## src/rtl/iccm_port_arbiter_if.sv

```systemverilog
// Bundle of loader, fetch and SRAM-port signals shared by the ICCM port arbiter.
// The slave modport is the arbiter's view; master is the surrounding system's view.
interface iccm_port_arbiter_if #(
   parameter int unsigned AW = 12,
   parameter int unsigned DW = 32
);
   // Loader write path
   logic          ld_req_i;
   logic [AW-1:0] ld_addr_i;
   logic [DW-1:0] ld_wdata_i;
   logic          ld_gnt_o;

   // Fetch read path
   logic          f_req_i;
   logic [AW-1:0] f_addr_i;
   logic          f_gnt_o;
   logic [DW-1:0] f_rdata_o;
   logic          f_rvalid_o;

   // SRAM port
   logic          mem_req_o;
   logic          mem_we_o;
   logic [AW-1:0] mem_addr_o;
   logic [DW-1:0] mem_wdata_o;
   logic [DW-1:0] mem_wmask_o;
   logic [DW-1:0] mem_rdata_i;

   logic [1:0]    owner_o;

   modport slave (
      input  ld_req_i, ld_addr_i, ld_wdata_i, f_req_i, f_addr_i, mem_rdata_i,
      output ld_gnt_o, f_gnt_o, f_rdata_o, f_rvalid_o,
      output mem_req_o, mem_we_o, mem_addr_o, mem_wdata_o, mem_wmask_o, owner_o
   );

   modport master (
      output ld_req_i, ld_addr_i, ld_wdata_i, f_req_i, f_addr_i, mem_rdata_i,
      input  ld_gnt_o, f_gnt_o, f_rdata_o, f_rvalid_o,
      input  mem_req_o, mem_we_o, mem_addr_o, mem_wdata_o, mem_wmask_o, owner_o
   );
endinterface

```

## src/rtl/iccm_port_arbiter.sv

```systemverilog
// Arbitrates the single-port ICCM SRAM between loader writes and fetch reads.
// Loader has priority; a starvation counter forces a fetch grant every STARVE_MAX loader wins.
module iccm_port_arbiter #(
   parameter int unsigned AW         = 12,
   parameter int unsigned DW         = 32,
   parameter int unsigned STARVE_MAX = 4
) (
   input logic                clk_i,
   input logic                rst_ni,
   iccm_port_arbiter_if.slave bus
);
   localparam int unsigned CntW = $clog2(STARVE_MAX + 1);
   localparam logic [CntW-1:0] StarveMax = CntW'(STARVE_MAX);

   typedef enum logic [1:0] {
      StNone = 2'b00,
      StLd   = 2'b01,
      StFe   = 2'b10
   } owner_e;

   owner_e          owner_q, owner_d;
   logic [CntW-1:0] starve_cnt_q, starve_cnt_d;
   logic            rvalid_q, rvalid_d;
   logic            starved;
   logic            ld_gnt;
   logic            f_gnt;

   // Grant decision: loader wins unless fetch has waited out its budget.
   always_comb begin
      starved = bus.f_req_i && (starve_cnt_q == StarveMax);
      ld_gnt  = bus.ld_req_i && !starved;
      f_gnt   = bus.f_req_i && !ld_gnt;
   end

   // Owner FSM and starvation counter next state.
   always_comb begin
      owner_d      = StNone;
      starve_cnt_d = '0;
      rvalid_d     = f_gnt;
      unique case ({ld_gnt, f_gnt})
         2'b10:   owner_d = StLd;
         2'b01:   owner_d = StFe;
         default: owner_d = StNone;
      endcase
      if (ld_gnt && bus.f_req_i) begin
         starve_cnt_d = (starve_cnt_q == StarveMax) ? StarveMax : starve_cnt_q + 1'b1;
      end
   end

   always_ff @(posedge clk_i or negedge rst_ni) begin
      if (!rst_ni) begin
         owner_q      <= StNone;
         starve_cnt_q <= '0;
         rvalid_q     <= 1'b0;
      end else begin
         owner_q      <= owner_d;
         starve_cnt_q <= starve_cnt_d;
         rvalid_q     <= rvalid_d;
      end
   end

   // SRAM port and requester-facing outputs.
   always_comb begin
      bus.ld_gnt_o    = ld_gnt;
      bus.f_gnt_o     = f_gnt;
      bus.mem_req_o   = ld_gnt || f_gnt;
      bus.mem_we_o    = ld_gnt;
      bus.mem_addr_o  = '0;
      bus.mem_wdata_o = '0;
      bus.mem_wmask_o = '0;
      if (ld_gnt) begin
         bus.mem_addr_o  = bus.ld_addr_i;
         bus.mem_wdata_o = bus.ld_wdata_i;
         bus.mem_wmask_o = '1;
      end else if (f_gnt) begin
         bus.mem_addr_o  = bus.f_addr_i;
      end
      bus.f_rvalid_o  = rvalid_q;
      bus.f_rdata_o   = rvalid_q ? bus.mem_rdata_i : '0;
      bus.owner_o     = owner_q;
   end

   a_single_grant: assert property (@(posedge clk_i) disable iff (!rst_ni)
      !(ld_gnt && f_gnt));

   a_cnt_bounded: assert property (@(posedge clk_i) disable iff (!rst_ni)
      starve_cnt_q <= StarveMax);

endmodule

```

## src/flat_wrapper.sv

```systemverilog
// flat-port wrapper written by rule: the top's interface ports become plain ports
module iccm_port_arbiter_flat 
#(
   parameter int unsigned AW         = 12,
   parameter int unsigned DW         = 32,
   parameter int unsigned STARVE_MAX = 4
)
  (clk_i, rst_ni, bus_ld_req_i, bus_ld_addr_i, bus_ld_wdata_i, bus_f_req_i, bus_f_addr_i, bus_mem_rdata_i, bus_ld_gnt_o, bus_f_gnt_o, bus_f_rdata_o, bus_f_rvalid_o, bus_mem_req_o, bus_mem_we_o, bus_mem_addr_o, bus_mem_wdata_o, bus_mem_wmask_o, bus_owner_o);
  iccm_port_arbiter_if #(.AW(AW), .DW(DW)) bus_i ();
  input logic clk_i;
  input logic rst_ni;
  input wire logic [$bits(bus_i.ld_req_i)-1:0] bus_ld_req_i;
  input wire logic [$bits(bus_i.ld_addr_i)-1:0] bus_ld_addr_i;
  input wire logic [$bits(bus_i.ld_wdata_i)-1:0] bus_ld_wdata_i;
  input wire logic [$bits(bus_i.f_req_i)-1:0] bus_f_req_i;
  input wire logic [$bits(bus_i.f_addr_i)-1:0] bus_f_addr_i;
  input wire logic [$bits(bus_i.mem_rdata_i)-1:0] bus_mem_rdata_i;
  output wire logic [$bits(bus_i.ld_gnt_o)-1:0] bus_ld_gnt_o;
  output wire logic [$bits(bus_i.f_gnt_o)-1:0] bus_f_gnt_o;
  output wire logic [$bits(bus_i.f_rdata_o)-1:0] bus_f_rdata_o;
  output wire logic [$bits(bus_i.f_rvalid_o)-1:0] bus_f_rvalid_o;
  output wire logic [$bits(bus_i.mem_req_o)-1:0] bus_mem_req_o;
  output wire logic [$bits(bus_i.mem_we_o)-1:0] bus_mem_we_o;
  output wire logic [$bits(bus_i.mem_addr_o)-1:0] bus_mem_addr_o;
  output wire logic [$bits(bus_i.mem_wdata_o)-1:0] bus_mem_wdata_o;
  output wire logic [$bits(bus_i.mem_wmask_o)-1:0] bus_mem_wmask_o;
  output wire logic [$bits(bus_i.owner_o)-1:0] bus_owner_o;
  assign bus_i.ld_req_i = bus_ld_req_i;
  assign bus_i.ld_addr_i = bus_ld_addr_i;
  assign bus_i.ld_wdata_i = bus_ld_wdata_i;
  assign bus_i.f_req_i = bus_f_req_i;
  assign bus_i.f_addr_i = bus_f_addr_i;
  assign bus_i.mem_rdata_i = bus_mem_rdata_i;
  assign bus_ld_gnt_o = bus_i.ld_gnt_o;
  assign bus_f_gnt_o = bus_i.f_gnt_o;
  assign bus_f_rdata_o = bus_i.f_rdata_o;
  assign bus_f_rvalid_o = bus_i.f_rvalid_o;
  assign bus_mem_req_o = bus_i.mem_req_o;
  assign bus_mem_we_o = bus_i.mem_we_o;
  assign bus_mem_addr_o = bus_i.mem_addr_o;
  assign bus_mem_wdata_o = bus_i.mem_wdata_o;
  assign bus_mem_wmask_o = bus_i.mem_wmask_o;
  assign bus_owner_o = bus_i.owner_o;
  iccm_port_arbiter #(.AW(AW), .DW(DW), .STARVE_MAX(STARVE_MAX)) u_core (.clk_i(clk_i), .rst_ni(rst_ni), .bus(bus_i));
endmodule
```

## config.mk

```make
export PLATFORM = sky130hd
export DESIGN_NAME = iccm_port_arbiter_flat
export DESIGN_NICKNAME = d
export VERILOG_FILES = /design/src/rtl/iccm_port_arbiter_if.sv /design/src/rtl/iccm_port_arbiter.sv /design/src/flat_wrapper.sv
export SDC_FILE = /design/constraint.sdc
export NUM_CORES = 1
export LEC_CHECK = 0
export ABC_AREA = 1
export BUFFER_PORTS_ARGS = -buffer_cell sky130_fd_sc_hd__buf_2
export CAP_MARGIN = 10
export CORE_AREA = 4 4 79 81
export CTS_CLUSTER_SIZE = 10
export DETAILED_ROUTE_END_ITERATION = 8
export DIE_AREA = 0 0 83 85
export GPL_TIMING_DRIVEN = 0
export MAX_ROUTING_LAYER = met4
export PLACE_DENSITY = 0.68
export SYNTH_ARGS = -nofsm -noshare
export SYNTH_HDL_FRONTEND = slang
export SYNTH_SLANG_ARGS = --single-unit
```

## constraint.sdc

```tcl
create_clock -name clk_i -period 5.5 [get_ports clk_i]
set_clock_uncertainty 0.05 [all_clocks]
set_input_delay 0.275 -clock clk_i [delete_from_list [all_inputs] [get_ports clk_i]]
set_output_delay 0.275 -clock clk_i [all_outputs]
set_load 0.005 [all_outputs]
```

# Word-level counts from Yosys, hierarchy flattened
# Cells that the tools add are included.
[op_classes]
addsub = 1
multipliers = 0
div = 0
order_cmp = 0
n_eq_ne = 3
shifts = 0
mux = 8
bitwise = 0
n_reduce_logical = 7
[ops]
columns = ["operator", "count"]
rows = [
  ["32-bit two-way mux", 3],
  ["12-bit two-way mux", 2],
  ["3-bit two-way mux", 2],
  ["1-bit logical AND", 4],
  ["2-bit one-hot mux with 2 select lines", 1],
  ["3-bit by 1-bit adder with 3-bit output (second input constant)", 1],
  ["3-bit equality test (second input constant)", 1],
  ["2-bit by 1-bit equality test with 1-bit output (second input constant)", 1],
  ["2-bit equality test (second input constant)", 1],
  ["1-bit logical NOT", 2],
  ["1-bit logical OR", 1],
]
[word_totals]
regBits = 6
latchBits = 0
ramBits = 0
romBits = 0
wordCells = 22
memories = 0

# Depth between registers and ports, before layout
[logic_depth]
word_depth = 8
mapped_depth = 7
ltp_nobuf = 6

# Least setup slack after synthesis
# OpenSTA, ideal clock, no wires.
[synth_path]
path_kind = "register to output"
start = "reg u_core.starve_cnt_q[0]"
end = "out bus_mem_we_o"
arrival_time_ps = 1745
required_ps = 5175
slack_ps = 3430
stages_incl_launch_ff = 8
n_path_buf = 2
path_cell_list = "dfrtp_1 inv_1 ha_1 nand3_1 nand2_2 buf_6 inv_1 buf_4"
[synth_via]
elab_chain_len = 4
[synth_lines]
columns = ["element", "line", "source"]
rows = [
  ["from (decl)", "iccm_port_arbiter.sv:22", "logic [CntW-1:0] starve_cnt_q, starve_cnt_d;"],
  ["from (signal assigned)", "iccm_port_arbiter.sv:57", "starve_cnt_q <= starve_cnt_d;"],
  ["3-bit equality test", "iccm_port_arbiter.sv:30", "starved = bus.f_req_i && (starve_cnt_q == StarveMax);"],
  ["1-bit logical AND", "iccm_port_arbiter.sv:30", ""],
  ["1-bit logical NOT", "iccm_port_arbiter.sv:31", "ld_gnt = bus.ld_req_i && !starved;"],
  ["1-bit logical AND", "iccm_port_arbiter.sv:31", ""],
  ["to (decl)", "flat_wrapper.sv:23", "output wire logic [$bits(bus_i.mem_we_o)-1:0] bus_mem_we_o;"],
]
# Every way passes these cells.

# Worst setup path after layout
[layout_path]
start = "reg u_core.starve_cnt_q[0]"
end = "out bus_mem_wmask_o[5]"
[layout_via]
elab_chain_len = 5
[layout_lines]
columns = ["element", "line", "source"]
rows = [
  ["3-bit equality test", "iccm_port_arbiter.sv:30", ""],
  ["1-bit logical AND", "iccm_port_arbiter.sv:30", ""],
  ["1-bit logical NOT", "iccm_port_arbiter.sv:31", ""],
  ["1-bit logical AND", "iccm_port_arbiter.sv:31", ""],
  ["32-bit two-way mux", "iccm_port_arbiter.sv:71", "if (ld_gnt) begin"],
  ["to (decl)", "flat_wrapper.sv:26", "output wire logic [$bits(bus_i.mem_wmask_o)-1:0] bus_mem_wmask_o;"],
]
# Every way passes these cells.

==> out/results.ini <==
[floorplan]
dieArea_sq_um=7060
die_y_microns=85
die_w_microns=83
num_rows=27
core_sq_um=5470
io_pins=207
initial_core_util_pct=21.8

[place]
hpwl_mm=4.34
portBuffers=206
dp.cells=510
placed_cell_area_sq_um=2310
finalWeightedCongestion=0.810

[critical_path]
start_kind=register
cp-end-kind=output port
cp_max_fo=34
critPathKind=register to output port
r2r_cells=6
reg2reg_setup_slack_ns=4.11
worstReg2RegEnd=u_core.bus.owner_o[0]
rr_startpoint=u_core.starve_cnt_q[0]
worstPathArrival_ns=2.35
cp.required_ns=5.18

[yosys]
ys_seq_area_share_pct=10.5
yosysWarnings=0
ys_ff_latch=5
synth_fp_nets=326
postSynthAreaPerCell_sq_um=5.13
synth.distinct_cells=14
syn_area_sq_um=1190
synthCells=232

[routing]
avgRoutedWirePerCell_microns=9.38
totalWireLength_mm=4.83
ant_nets=0
num_vias=1821
avgViaCountPerCell=3.54
dr.pass1.iters=4
drtIter0Drc=18
drc=0

[cts]
cts_tree=yes
clock_tree.buffer_depth=2
ctsHtreeMaxLevel=1
root_buffer=clkbuf_8
clk_latency_ns=0.22
clkTransAtPathRegs_ns=0.03
cts_resized=0
cts_buffers=3
clock-sinks=5

[power]
p_per_area_nw_per_um2=105
p_total_uw=250
power_leakage_nw=1.91
peakVddDrop_uv=55.8

[worst_hold_path]
holdPathStages=3
min-delay-start=bus_f_req_i
hold_path.class=input pin to register
whs_endpoint=u_core.starve_cnt_q[1]

[finish]
layout.nets=538
diodes=0
postLayoutCellArea_sq_um=2370
layout_commonest_cell=buf_2
area_growth_syn_to_layout_pct=98.7
fin_util_pct=43.3
n_fill_cell=588
final_cell_mix=buf_2 (211), inv_1 (71), nand2_1 (57)
drive_gt1_share_pct=57.8
stdcell_count=515

[grt]
grt-ovfl-total=0
grt_antenna_before_repair=0
grt_usage_pct=12.4
grt_pass1_vias=1609
grt_max_degree=35
grt_pass1_wl_mm=7.31

[timing]
post-route-period-util_pct=48.7
worst_slew_margin_rel_pct=41.3
worst_pin_slew_ns=0.879
final-setup-viol-count=0
rsz0062_at_grt=no
slew_violations=0
final.setup.tns_ns=0
timing.final.crit_period_ns=2.68
hold_viol=0
fmax_mhz=373

[status]
status=finished clean

[run]
maxCapViolCount=0

-- kinds of logic (layout without fill, tap and decap cells) --
logic type / Yosys count / after routing / synth area share [%]
simple gates: 108 / 108 / 36.1
compound gates: 3 / 3 / 1.57
buf+inv: 114 / 325 / 49.7
flops: 5 / 5 / 10.5
fa+ha+maj: 2 / 2 / 2.10
-- routing by layer --
| metal | share of wire [%] | vias up | wire [microns] | global-route usage (%) |
|---|---|---|---|---|
| li1 | - | 1022 | - | - |
| met1 | 35 | 705 | 1700 | 12.3 |
| met2 | 55 | 90 | 2650 | 24.6 |
| met3 | 9.0 | 4 | 433 | 2.14 |
| met4 | 0.91 | 0 | 44 | 3.27 |
| met5 | 0 | - | 0 | - |
-- cells in the mapped netlist --
master    n  area (sq um)
inv_1    71           267
nand2_1  57           214
buf_4    34           255
nor2_1   34           128
nand3_1  14          70.1
buf_2     5          25.0
dfrtp_1   5           125
buf_6     4          45.0
ha_1      2          25.0
nand2_2   2          12.5
a21oi_1   1          5.00
a21oi_2   1          8.76
o21ai_0   1          5.00
or2_2     1          6.26
-- state kept, by name, indices dropped and copies added (netlist names) --
register / cells
u_core.starve_cnt_q: 3
u_core.bus.owner_o: 2
-- through the flow --
stage | setup WS, ns | hold WS (ns)
floorplan | 3.43 | -0.0706
global route | 2.55 | 0.370
finish | 2.82 | 0.319
CTS | 2.75 | 0.321
detailed placement | 2.98 | 0.0510
global placement | 3.07 | 0.0475
-- area by class of cell --
cell class              count  area, sq um  share of cell area [%]
multi-input cells         113          474                    20.0
flip-flops and latches      5          125                    5.29
clock buffers               4         45.0                    1.90
inverters                  71          267                    11.3
plain buffers              43          325                    13.7
well taps                  72         90.1                    3.81
repair buffers            207         1040                    44.0
-- repair_timing --
action / 4_1_cts / 5_1_grt
endpoints found under the hold margin: 5 / 0
setup buffers: 0 / 0
hold buffers: 1 / 0
-- report_power, final --
group	internal (mW)	leakage (nW)	switching, mW
registers	0.0385	0.0654	0.00116
logic	0.0818	1.82	0.0612
clock network	0.0497	0.0228	0.0173
-- worst max path at each step --
stage                           startpoint  depth (start not counted)  slack, ns                  end
floorplan           u_core.starve_cnt_q[0]                          7       3.43         bus_mem_we_o
global placement    u_core.starve_cnt_q[0]                          8       3.07  bus_mem_wmask_o[19]
detailed placement  u_core.starve_cnt_q[0]                          8       2.98   bus_mem_wmask_o[1]
CTS                 u_core.starve_cnt_q[0]                          8       2.75   bus_mem_wmask_o[1]
global route        u_core.starve_cnt_q[0]                          8       2.55  bus_mem_wmask_o[27]
finish              u_core.starve_cnt_q[0]                          8       2.82   bus_mem_wmask_o[5]
-- worst max-delay path, stage by stage, from the launching register on --
cell,delay [ns]
dfrtp_1,0.37
inv_1,0.06
ha_1,0.22
nand3_1,0.16
nand2_2,0.16
buf_6,0.18
inv_1,0.64
buf_4,0.22
buf_2,0.11
Power figures use the tool's default switching activity.
